### config.mk
export PLATFORM = sky130hd
export DESIGN_NAME = adc_frame_sequencer
export DESIGN_NICKNAME = d
export VERILOG_FILES = /design/src/rtl/adc_frame_sequencer.sv
export SDC_FILE = /design/constraint.sdc
export NUM_CORES = 1
export LEC_CHECK = 0
export CAP_MARGIN = 20
export CELL_PAD_IN_SITES_DETAIL_PLACEMENT = 1
export CELL_PAD_IN_SITES_GLOBAL_PLACEMENT = 1
export CORE_UTILIZATION = 35
export DETAILED_ROUTE_END_ITERATION = 7
export PLACE_DENSITY = 0.53
export SLEW_MARGIN = 10
export SYNTH_ARGS = -nofsm -noshare
export SYNTH_HDL_FRONTEND = slang
export SYNTH_SLANG_ARGS = --single-unit
### constraint.sdc
create_clock -name clk -period 3.7 [get_ports clk]
set_input_delay 0.555 -clock clk [delete_from_list [all_inputs] [get_ports clk]]
set_output_delay 0.555 -clock clk [all_outputs]
set_load 0.005 [all_outputs]
### src/rtl/adc_frame_sequencer.sv
// Pixel readout sequencer: walks the sensor pointer, runs one ADC conversion per pixel and
// queues {sof, eol, sample} words in a first-word-fall-through FIFO.
module adc_frame_sequencer #(
  parameter int unsigned COLS          = 16,
  parameter int unsigned ROWS          = 16,
  parameter int unsigned DATA_W        = 8,
  parameter int unsigned SETTLE_CYCLES = 8,
  parameter int unsigned FIFO_DEPTH    = 16
) (
  input  logic                          clk,
  input  logic                          reset,
  input  logic                          enable,
  output logic                          startCapture,
  input  logic                          cs,
  input  logic [DATA_W-1:0]             dataout,
  output logic                          frameStart,
  output logic                          pixAdvance,
  input  logic                          rdEn,
  output logic [DATA_W+1:0]             rdData,
  output logic                          empty,
  output logic [$clog2(FIFO_DEPTH):0]   level,
  output logic                          overflow,
  input  logic                          clrOverflow,
  output logic                          busy
);

  localparam int unsigned ColW  = (COLS > 1) ? $clog2(COLS) : 1;
  localparam int unsigned RowW  = (ROWS > 1) ? $clog2(ROWS) : 1;
  localparam int unsigned SetW  = (SETTLE_CYCLES > 1) ? $clog2(SETTLE_CYCLES) : 1;
  localparam int unsigned AddrW = $clog2(FIFO_DEPTH);
  localparam int unsigned WordW = DATA_W + 2;

  localparam logic [ColW-1:0]  LastCol    = ColW'(COLS - 1);
  localparam logic [RowW-1:0]  LastRow    = RowW'(ROWS - 1);
  localparam logic [SetW-1:0]  SettleLoad = SetW'(SETTLE_CYCLES - 1);
  localparam logic [AddrW:0]   FullLevel  = (AddrW + 1)'(FIFO_DEPTH);

  typedef enum logic [2:0] {
    StIdle   = 3'd0,
    StFstart = 3'd1,
    StSettle = 3'd2,
    StReq    = 3'd3,
    StWaitLo = 3'd4,
    StWaitHi = 3'd5,
    StStore  = 3'd6,
    StAdv    = 3'd7
  } state_e;

  state_e            state_q, state_d;
  logic [ColW-1:0]   col_q;
  logic [RowW-1:0]   row_q;
  logic [SetW-1:0]   settle_q;
  logic [DATA_W-1:0] sample_q;
  logic              last_pix;

  logic [WordW-1:0]  mem_q [FIFO_DEPTH];
  logic [AddrW:0]    wr_ptr_q, rd_ptr_q;
  logic              full, wr_en, rd_en, store;

  assign last_pix = (col_q == LastCol) && (row_q == LastRow);

  // State register
  always_ff @(posedge clk or posedge reset) begin
    if (reset) state_q <= StIdle;
    else       state_q <= state_d;
  end

  // Next-state logic
  always_comb begin
    state_d = state_q;
    case (state_q)
      StIdle:   if (enable) state_d = StFstart;
      StFstart: state_d = StSettle;
      StSettle: if (settle_q == '0) state_d = StReq;
      StReq:    if (!cs) state_d = StWaitLo;
      StWaitLo: if (cs) state_d = StStore;
      StStore: begin
        if (last_pix) state_d = enable ? StFstart : StIdle;
        else          state_d = StAdv;
      end
      StAdv:    state_d = StSettle;
      default:  state_d = StIdle;
    endcase
  end

  // Output decode
  always_comb begin
    startCapture = 1'b1;
    frameStart   = 1'b0;
    pixAdvance   = 1'b0;
    busy         = 1'b1;
    case (state_q)
      StIdle:   busy = 1'b0;
      StFstart: frameStart = 1'b1;
      StReq:    startCapture = 1'b0;
      StAdv:    pixAdvance = 1'b1;
      default:  ;
    endcase
  end

  // Pixel position, settle timer and captured sample
  always_ff @(posedge clk or posedge reset) begin
    if (reset) begin
      col_q    <= '0;
      row_q    <= '0;
      settle_q <= '0;
      sample_q <= '0;
    end else begin
      if (state_q == StFstart) begin
        col_q <= '0;
        row_q <= '0;
      end else if (state_q == StAdv) begin
        if (col_q == LastCol) begin
          col_q <= '0;
          row_q <= row_q + 1'b1;
        end else begin
          col_q <= col_q + 1'b1;
        end
      end
      if (state_q == StFstart || state_q == StAdv) settle_q <= SettleLoad;
      else if (state_q == StSettle)                settle_q <= settle_q - 1'b1;
      if (state_q == StWaitLo && cs) sample_q <= dataout;
    end
  end

  assign store = (state_q == StStore);
  assign level = wr_ptr_q - rd_ptr_q;
  assign empty = (level == '0);
  assign full  = (level == FullLevel);
  // A full FIFO refuses the write even when a read frees a slot on the same edge.
  assign wr_en = store && !full;
  assign rd_en = rdEn && !empty;

  always_ff @(posedge clk) begin
    if (wr_en) begin
      mem_q[wr_ptr_q[AddrW-1:0]] <= {(col_q == '0) && (row_q == '0), col_q == LastCol, sample_q};
    end
  end

  always_ff @(posedge clk or posedge reset) begin
    if (reset) begin
      wr_ptr_q <= '0;
      rd_ptr_q <= '0;
      overflow <= 1'b0;
    end else begin
      if (wr_en) wr_ptr_q <= wr_ptr_q + 1'b1;
      if (rd_en) rd_ptr_q <= rd_ptr_q + 1'b1;
      if (store && full)    overflow <= 1'b1;
      else if (clrOverflow) overflow <= 1'b0;
    end
  end

  assign rdData = empty ? '0 : mem_q[rd_ptr_q[AddrW-1:0]];

endmodule

==> impl_metrics.yaml, run 1 <==
worst_setup_path:
  critical-path-slowest-cell: "sky130_fd_sc_hd__fa_2"
  worst-r2r-cell-count: 8
  worst_path_largest_cell_delay_ns: 0.55
  critical_path_arrival_ns: 3.02
  cp_cell_sequence: "inv_2 > ha_1 > fa_2 > nand3b_1 > nor4b_4 > nor2_2 > nor2_4 > buf_6 > a211oi_1 > clkdlybuf4s50_1"
  critPathLaunchType: "flop"
  endpoint_kind: "output port"
  worst_ep_required_time_ns: 3.14
  worst_setup_path_endpoint: "rdData[2]"
  critical_path.max_fanout: 4
  path_class: "reg2out"
  r2r_start: "wr_ptr_q[0]"
  worstSetupStartpoint: "wr_ptr_q[0]"
  regToRegSetupSlack_ns: 0.60
  rr_endpoint: "mem_q[13][7]"
clocking:
  clock_latency_ns: 0.43
  htree_levels: 4
  cts_max_path_buffers: 2
  cts_made_buffers: 17
  cts.clk_slew.worst_paths_ns: 0.07
  cts_tree: "built"
  clk_root_buffer_cell: "sky130_fd_sc_hd__clkbuf_16"
  cts_num_sinks: 193
  post_cts_hold_buffer_count: 0
synthesis:
  number_of_flip_flops_and_latches_in_the_synthesized_netlist: 193
  synthesis.area_um2: 8190
  synthesis.yosys.warnings: 0
  synth-main-ff-cell: "sky130_fd_sc_hd__edfxtp_1"
  synthCells: 487
  synth.top_cells.by_area: "sky130_fd_sc_hd__edfxtp_1 59%, sky130_fd_sc_hd__mux4_2 11%, sky130_fd_sc_hd__dfrtp_1 10%"
  synth_nets: 517
  synthDominantCellAreaShare: 0.587
  post_synth.cell_area_avg_um2: 16.8
  synth_cell_type_count: 47
  ys_async_sr_fraction: 0.171
  netlist.top_cell.by_area: "sky130_fd_sc_hd__edfxtp_1"
  post_synth_most_frequent_cells: "160 x sky130_fd_sc_hd__edfxtp_1, 40 x sky130_fd_sc_hd__mux4_2, 33 x sky130_fd_sc_hd__dfrtp_1"
  synth-seq-area-share: 0.687
  synth_edf_count: 160
  synth.most_common_cell: "sky130_fd_sc_hd__edfxtp_1"
floorplan:
  design.die.area_um2: 24000
  initial_utilization: 0.360
  die_span_in_x_um: 155
  ios: 35
  dieHeight_um: 155
  placementRows: 55
  core-area_um2: 22800
global_routing:
  wire_length_of_the_first_global_routing_pass_um: 29300
  grt.total_usage: 0.170
  globalRouteOverflowTotal: 0
  grt.met2_usage: 0.279
  grt_max_degree: 44
  gr-usage-met1: 0.236
  global_route.usage.met3: 0.0318
  grt_antenna_before_repair: 0
  globalRoute.busiestLayer: "met2"
  grt_pass1_vias: 4721
placed_design:
  gp_congestion: 0.790
  post-place-ws_ns: 0.332
  portBuffers: 34
  dpl.cell_count: 830
  detailedPlacementHpwl_um: 12600
drt:
  drc_viols: 0
  vias_post_dr: 4331
  drt-pass1-iter-count: 4
  drtIter0Drc: 245
  final_antenna_net_count: 0
  wl_um: 19400
  wire_per_inst_um: 22.3
  post_drt_via_cell_ratio: 4.97
timing:
  clock.fmax_mhz: 280
  worst_case_setup_margin_in_the_final_layout_ns: 0.124
  finalMaxSlewViolations: 0
  final.min_clock_period_ns: 3.58
  report.final.hold_viol_count: 0
  setup_viol: 0
  worst_slew_pin_slew_ns: 0.791
  unrepaired_setup_endpoints_after_global_routing: "false"
  period_share: 0.967
  relSlewSlack: 0.473
  finClkSkew_ns: 0.0170
flow_run:
  maxCapViolCount: 0
status:
  outcome: "finished, final reports clean"
finish:
  post_route_cells_drive_above_1_share: 0.233
  diodes: 0
  layout-area-overhead-vs-synth_pct: 18.3
  num-nets-final: 575
  final_cells: 871
  n_fill_cell: 2238
pwr:
  ir_worst_vdd_uv: 462
  share_seq_of_total_power: 0.401
  intPower_mw: 5.08
  pwr-share-clk: 0.225
  p_sw_frac: 0.353
  p_sw_mw: 2.77
  total_power_mw: 7.85
  power.density_cell_area_nw_per_um2: 811
  leakage_nw: 3.57
  pwr-share-comb: 0.374
min_path:
  min-delay-path-class: "in2async"
-- metal layers --
metal / part of all wire / up-vias
li1: - / 1995
met1: 0.48 / 2265
met2: 0.49 / 63
met3: 0.033 / 8
met4: 0.0049 / 0
met5: 0 / -
-- final cells by class --
cell class / count / area [um2] / area share
inverter: 23 / 88.8 / 0.00917
clock inverter: 15 / 144 / 0.0149
clock buffer: 17 / 425 / 0.0439
timing repair buffer: 63 / 616 / 0.0635
sequential: 193 / 5630 / 0.582
tap: 313 / 392 / 0.0404
multi-input combinational: 247 / 2390 / 0.247
-- what timing repair did --
action | 4_1_cts | 5_1_grt
pin swaps | 0 | 4
setup buffers | 1 | 6
setup endpoints to repair | 11 | 9
endpoints found under the hold margin | 0 | 0
gates resized for setup | 2 | 21
gates cloned | 0 | 1
-- power groups by stage --
| stage | sequential, mW | combinational (mW) | clock, mW |
|---|---|---|---|
| 6_report | 3.15 | 2.94 | 1.77 |
| 5_1_grt | 3.20 | 3.23 | 1.89 |
| 4_1_cts | 3.16 | 2.89 | 1.82 |
| 3_5_place_dp | 3.22 | 2.87 | 0 |
| 3_3_place_gp | 3.19 | 2.84 | 0 |
| 2_1_floorplan | 2.96 | 1.79 | 0 |
-- cell families after synthesis --
logic type,after synthesis,synth area share
DFF,193,0.687
and+or+nand+nor,105,0.0649
muxes,63,0.140
AOI/OAI and AO/OA,48,0.0397
buffers and inverters,47,0.0249
adders and majority gates,16,0.0254
xor gates and xnor gates,15,0.0179
-- worst min-delay path by stage --
stage                   to  slack, ns  cells after the start
2_1_floorplan  rd_ptr_q[4]       0.46                      1
3_3_place_gp   rd_ptr_q[4]       0.48                      1
3_5_place_dp   rd_ptr_q[4]       0.48                      1
4_1_cts        wr_ptr_q[4]       0.51                      1
5_1_grt        settle_q[0]       0.38                      2
6_report       settle_q[0]       0.38                      2
-- cells in the final DEF (no fill, tap or decap), drive strengths merged, types with 4 or more instances in the layout --
cell / instances
inv: 31
xnor2: 8
mux4: 40
a21oi: 15
a211oi: 12
ha: 15
clkbuf: 17
mux2i: 11
buf: 29
clkinv: 6
dfrtp: 33
xor2: 7
mux2: 12
dlymetal6s2s: 8
nor2: 21
o21ai: 9
nand4: 4
clkdlybuf4s50: 24
nand2: 29
nand3: 7
and3: 25
edfxtp: 160
nor2b: 7
-- registers in the layout, summed over array words and instances (netlist names) --
register,count
overflow,1
state_q,3
mem_q,160
rd_ptr_q,5
wr_ptr_q,5
sample_q,8
row_q,4
col_q,4
settle_q,3
-- worst max-delay path, delay by kind of cell (launching register included) --
family                     cells  cell delay [ns]
buffers and inverters          3             0.66
AOI/OAI and AO/OA              1             0.04
DFF                            1             0.38
and+or+nand+nor                4             0.72
adders and majority gates      2             0.77
-- metrics by stage --
| stage | util | area (um2) | TNS, ns | hold WS [ns] |
|---|---|---|---|---|
| floorplan | - | 8190 | 0 | 0.461 |
| global placement | 0.394 | 8970 | 0 | 0.477 |
| CTS | 0.419 | 9550 | -0.109 | 0.507 |
| global route | 0.425 | 9690 | 0 | 0.381 |
| detailed placement | 0.394 | 8970 | 0 | 0.481 |
| finish | 0.425 | 9690 | 0 | 0.376 |
Note: power is estimated with default switching activity, not from simulation.
==> inputs of run 2 (changes only) <==
- ABC_AREA: default -> 1
- PLACE_DENSITY: 0.53 -> 0.57
- SLEW_MARGIN: 10 -> default
==> run 2 against run 1 <==
Effect of this change:
- clock skew down 0.0087 ns
- register-to-register slack improved by 0.66 ns
- combinational power rose by 8.2%
- sequential power shrank 2%
- flip-flop and latch count unchanged
- largest power group is now combinational logic
- hold slack gained 0.15 ns
- setup slack better by 0.037 ns
- cell area grew 3.1%
- fmax increased by 1.0%
- total power increased by 2.5%
- critical path depth up 2
==> impl_metrics.yaml, run 2 <==
status:
  outcome: "finished, final reports clean"
finish:
  layout.area.seq_um2: 5630
  multi_input_comb_area_um2: 2580
  final_standard_cell_utilization_of_the_core: 0.421
  diodes: 0
  finalInstanceArea_um2: 9990
  layout-area-overhead-vs-synth_pct: 16.8
  layout.cells.most_common: "sky130_fd_sc_hd__nand2_1"
  post_route_cells_drive_above_1_share: 0.107
  layout_common_cells: "277 x sky130_fd_sc_hd__nand2_1, 160 x sky130_fd_sc_hd__edfxtp_1, 141 x sky130_fd_sc_hd__nand3_1"
  n_fill_cell: 2633
  num-nets-final: 898
  flip_flop_count_of_the_largest_register_all_copies_and_words_added: 160
synthesis:
  synthXorXnorAreaFrac: 0.00717
  netlist.top_cell.by_area: "sky130_fd_sc_hd__edfxtp_1"
  synth.most_common_cell: "sky130_fd_sc_hd__nand2_1"
  synth-compound-area-share: 0.0155
  combinational_family_with_the_most_area_after_synthesis: "simple AND/OR/NAND/NOR gates"
  synth-seq-area-share: 0.658
  synthCells: 815
  post_synth.cell_area_avg_um2: 10.5
  synthDominantCellAreaShare: 0.562
  ys_async_sr_fraction: 0.171
  synth_adder_area_share: 0.0243
  number_of_flip_flops_and_latches_in_the_synthesized_netlist: 193
  muxShareOfSynthArea: 0.0105
  synth-main-ff-cell: "sky130_fd_sc_hd__edfxtp_1"
  synth_cell_type_count: 32
  synthesis.area_um2: 8550
  synth_nets: 845
  post_synth_most_frequent_cells: "277 x sky130_fd_sc_hd__nand2_1, 160 x sky130_fd_sc_hd__edfxtp_1, 141 x sky130_fd_sc_hd__nand3_1"
  synth_edf_count: 160
  synth.top_cells.by_area: "sky130_fd_sc_hd__edfxtp_1 56%, sky130_fd_sc_hd__nand2_1 12%, sky130_fd_sc_hd__dfrtp_1 9.7%"
  simple_gate_fraction_of_synth_area: 0.242
  synthesis.yosys.warnings: 0
global_routing:
  grt_pass1_vias: 6298
  grt.total_usage: 0.201
  grt_max_degree: 84
  globalRouteOverflowTotal: 0
  grt_antenna_before_repair: 0
  wire_length_of_the_first_global_routing_pass_um: 36700
pwr:
  p_sw_mw: 3.21
  pwr-share-comb: 0.395
  intPower_mw: 4.83
  power.density_cell_area_nw_per_um2: 806
  pwr-share-clk: 0.219
  share_seq_of_total_power: 0.385
  leakage_nw: 3.97
  ir_worst_vdd_uv: 409
  p_sw_frac: 0.399
placed_design:
  detailedPlacementHpwl_um: 14800
  gp_congestion: 0.822
  placed_area_um2: 9350
  portBuffers: 34
clocking:
  cts_max_path_buffers: 2
  cts.clk_slew.worst_paths_ns: 0.07
  cts_made_buffers: 17
  htree_levels: 4
  cts_tree: "built"
  cts_num_sinks: 193
  clk_root_buffer_cell: "sky130_fd_sc_hd__clkbuf_16"
  clock_latency_ns: 0.44
drt:
  final_antenna_net_count: 0
  vias_post_dr: 5928
  drtIter0Drc: 256
  drt-pass1-iter-count: 4
  post_drt_via_cell_ratio: 4.94
  wire_per_inst_um: 19.4
  drc_viols: 0
  wl_um: 23300
timing:
  period_share: 0.957
  relSlewSlack: 0.348
  finalMaxSlewViolations: 0
  clock.fmax_mhz: 283
  worst_slew_pin_slew_ns: 0.979
  finClkSkew_ns: 0.00834
  report.final.hold_viol_count: 0
  final.min_clock_period_ns: 3.54
  fin_hold_ws_ns: 0.529
  setup_viol: 0
worst_setup_path:
  r2r_start: "wr_ptr_q[0]"
  critical_path.max_fanout: 8
  path_class: "reg2out"
  worstSetupStartpoint: "wr_ptr_q[0]"
  endpoint_kind: "output port"
  critical_path_arrival_ns: 2.98
  critPathLaunchType: "flop"
  worst_ep_required_time_ns: 3.14
flow_run:
  maxCapViolCount: 0
floorplan:
  design.die.area_um2: 25100
  ios: 35
  initial_utilization: 0.360
  core-area_um2: 23800
  dieHeight_um: 158
  die_span_in_x_um: 158
  placementRows: 56
min_path:
  min-delay-path-class: "in2async"
run 2: cell count changes after synthesis, sizes merged, moves of 7 or more:
| cell | previous run | this run |
|---|---|---|
| nand2 | 29 | 280 |
| clkbuf | 11 | 19 |
| and3 | 25 | 0 |
| nor2b | 7 | 0 |
| nor2 | 21 | 46 |
| mux2i | 11 | 0 |
| a211oi | 12 | 0 |
| mux4 | 40 | 0 |
| inv | 23 | 51 |
| xnor2 | 8 | 1 |
| a21oi | 15 | 8 |
| nand3 | 7 | 146 |
run 2: cell type report:
type                    count  share of cell area
well taps                 319              0.0400
repair buffers             69              0.0626
clock inverters            13              0.0125
flip-flops and latches    193               0.564
inverters                  51              0.0195
multi-input cells         536               0.259
clock buffers              18              0.0430
run 2: stage by stage:
stage	setup slack (ns)	setup TNS [ns]	power, mW	cells
6_report	0.161	0	8.05	1199
3_5_place_dp	0.266	0	6.32	1163
4_1_cts	0.00970	0	8.12	1196
3_3_place_gp	0.434	0	6.19	1163
2_1_floorplan	1.00	0	4.87	815
5_1_grt	-0.00382	-0.00382	8.58	1199
run 2: power by group through the flow:
| stage | Clock (mW) | Sequential, mW | Combinational [mW] |
|---|---|---|---|
| after detailed placement | 0 | 3.16 | 3.16 |
| after global placement | 0 | 3.13 | 3.05 |
| final | 1.77 | 3.10 | 3.18 |
| after CTS | 1.80 | 3.10 | 3.22 |
| after floorplan | 0 | 2.96 | 1.90 |
| after global routing | 1.86 | 3.14 | 3.58 |
run 2: path summary, 6_finish.rpt:
check,endpoint,cells after the start,slack [ns]
min in group clk,wr_ptr_q[4],2,0.53
setup / recovery,rdData[6],12,0.16
hold / removal,rd_ptr_q[3],3,0.53
hold reg to reg,wr_ptr_q[4],2,0.53
max in group asynchronous,rd_ptr_q[0],3,2.81
setup reg to reg,mem_q[0][9],11,1.26
run 2: timing repair:
item / 4_1_cts / 5_1_grt
buffers inserted: 2 / 3
resized for setup: 2 / 6
setup endpoints to repair: 11 / 11
endpoints found under the hold margin: 0 / 0
hold buffers: 0 / 0
run 2: cells by family (layout without fill, tap and decap cells):
| family | Yosys count | in the layout |
|---|---|---|
| xor gates and xnor gates | 7 | 7 |
| buffers and inverters | 86 | 151 |
| and+or+nand+nor | 480 | 480 |
| muxes | 8 | 8 |
| DFF | 193 | 193 |
| AOI/OAI and AO/OA | 25 | 25 |
| adders and majority gates | 16 | 16 |
run 2: critical path: stages (launching register included):
cell and delay [ns]:
sky130_fd_sc_hd__dfrtp_1 0.36, sky130_fd_sc_hd__inv_1 0.09, sky130_fd_sc_hd__ha_1 0.24, sky130_fd_sc_hd__fa_2 0.38, sky130_fd_sc_hd__inv_1 0.07, sky130_fd_sc_hd__nand3_1 0.11
sky130_fd_sc_hd__nand3_1 0.11, sky130_fd_sc_hd__nand2_1 0.11, sky130_fd_sc_hd__nand3_4 0.11, sky130_fd_sc_hd__clkinvlp_4 0.18, sky130_fd_sc_hd__buf_12 0.18, sky130_fd_sc_hd__nor2_1 0.11
sky130_fd_sc_hd__clkdlybuf4s50_1 0.51
run 2: per-layer routing:
metal	vias up	wire, um	global-route usage	part of all wire
met5	-	0	0	0
met4	0	229	0.0490	0.0098
met3	22	439	0.0280	0.019
met2	60	11800	0.351	0.51
met1	2988	10800	0.262	0.46
li1	2858	-	-	-
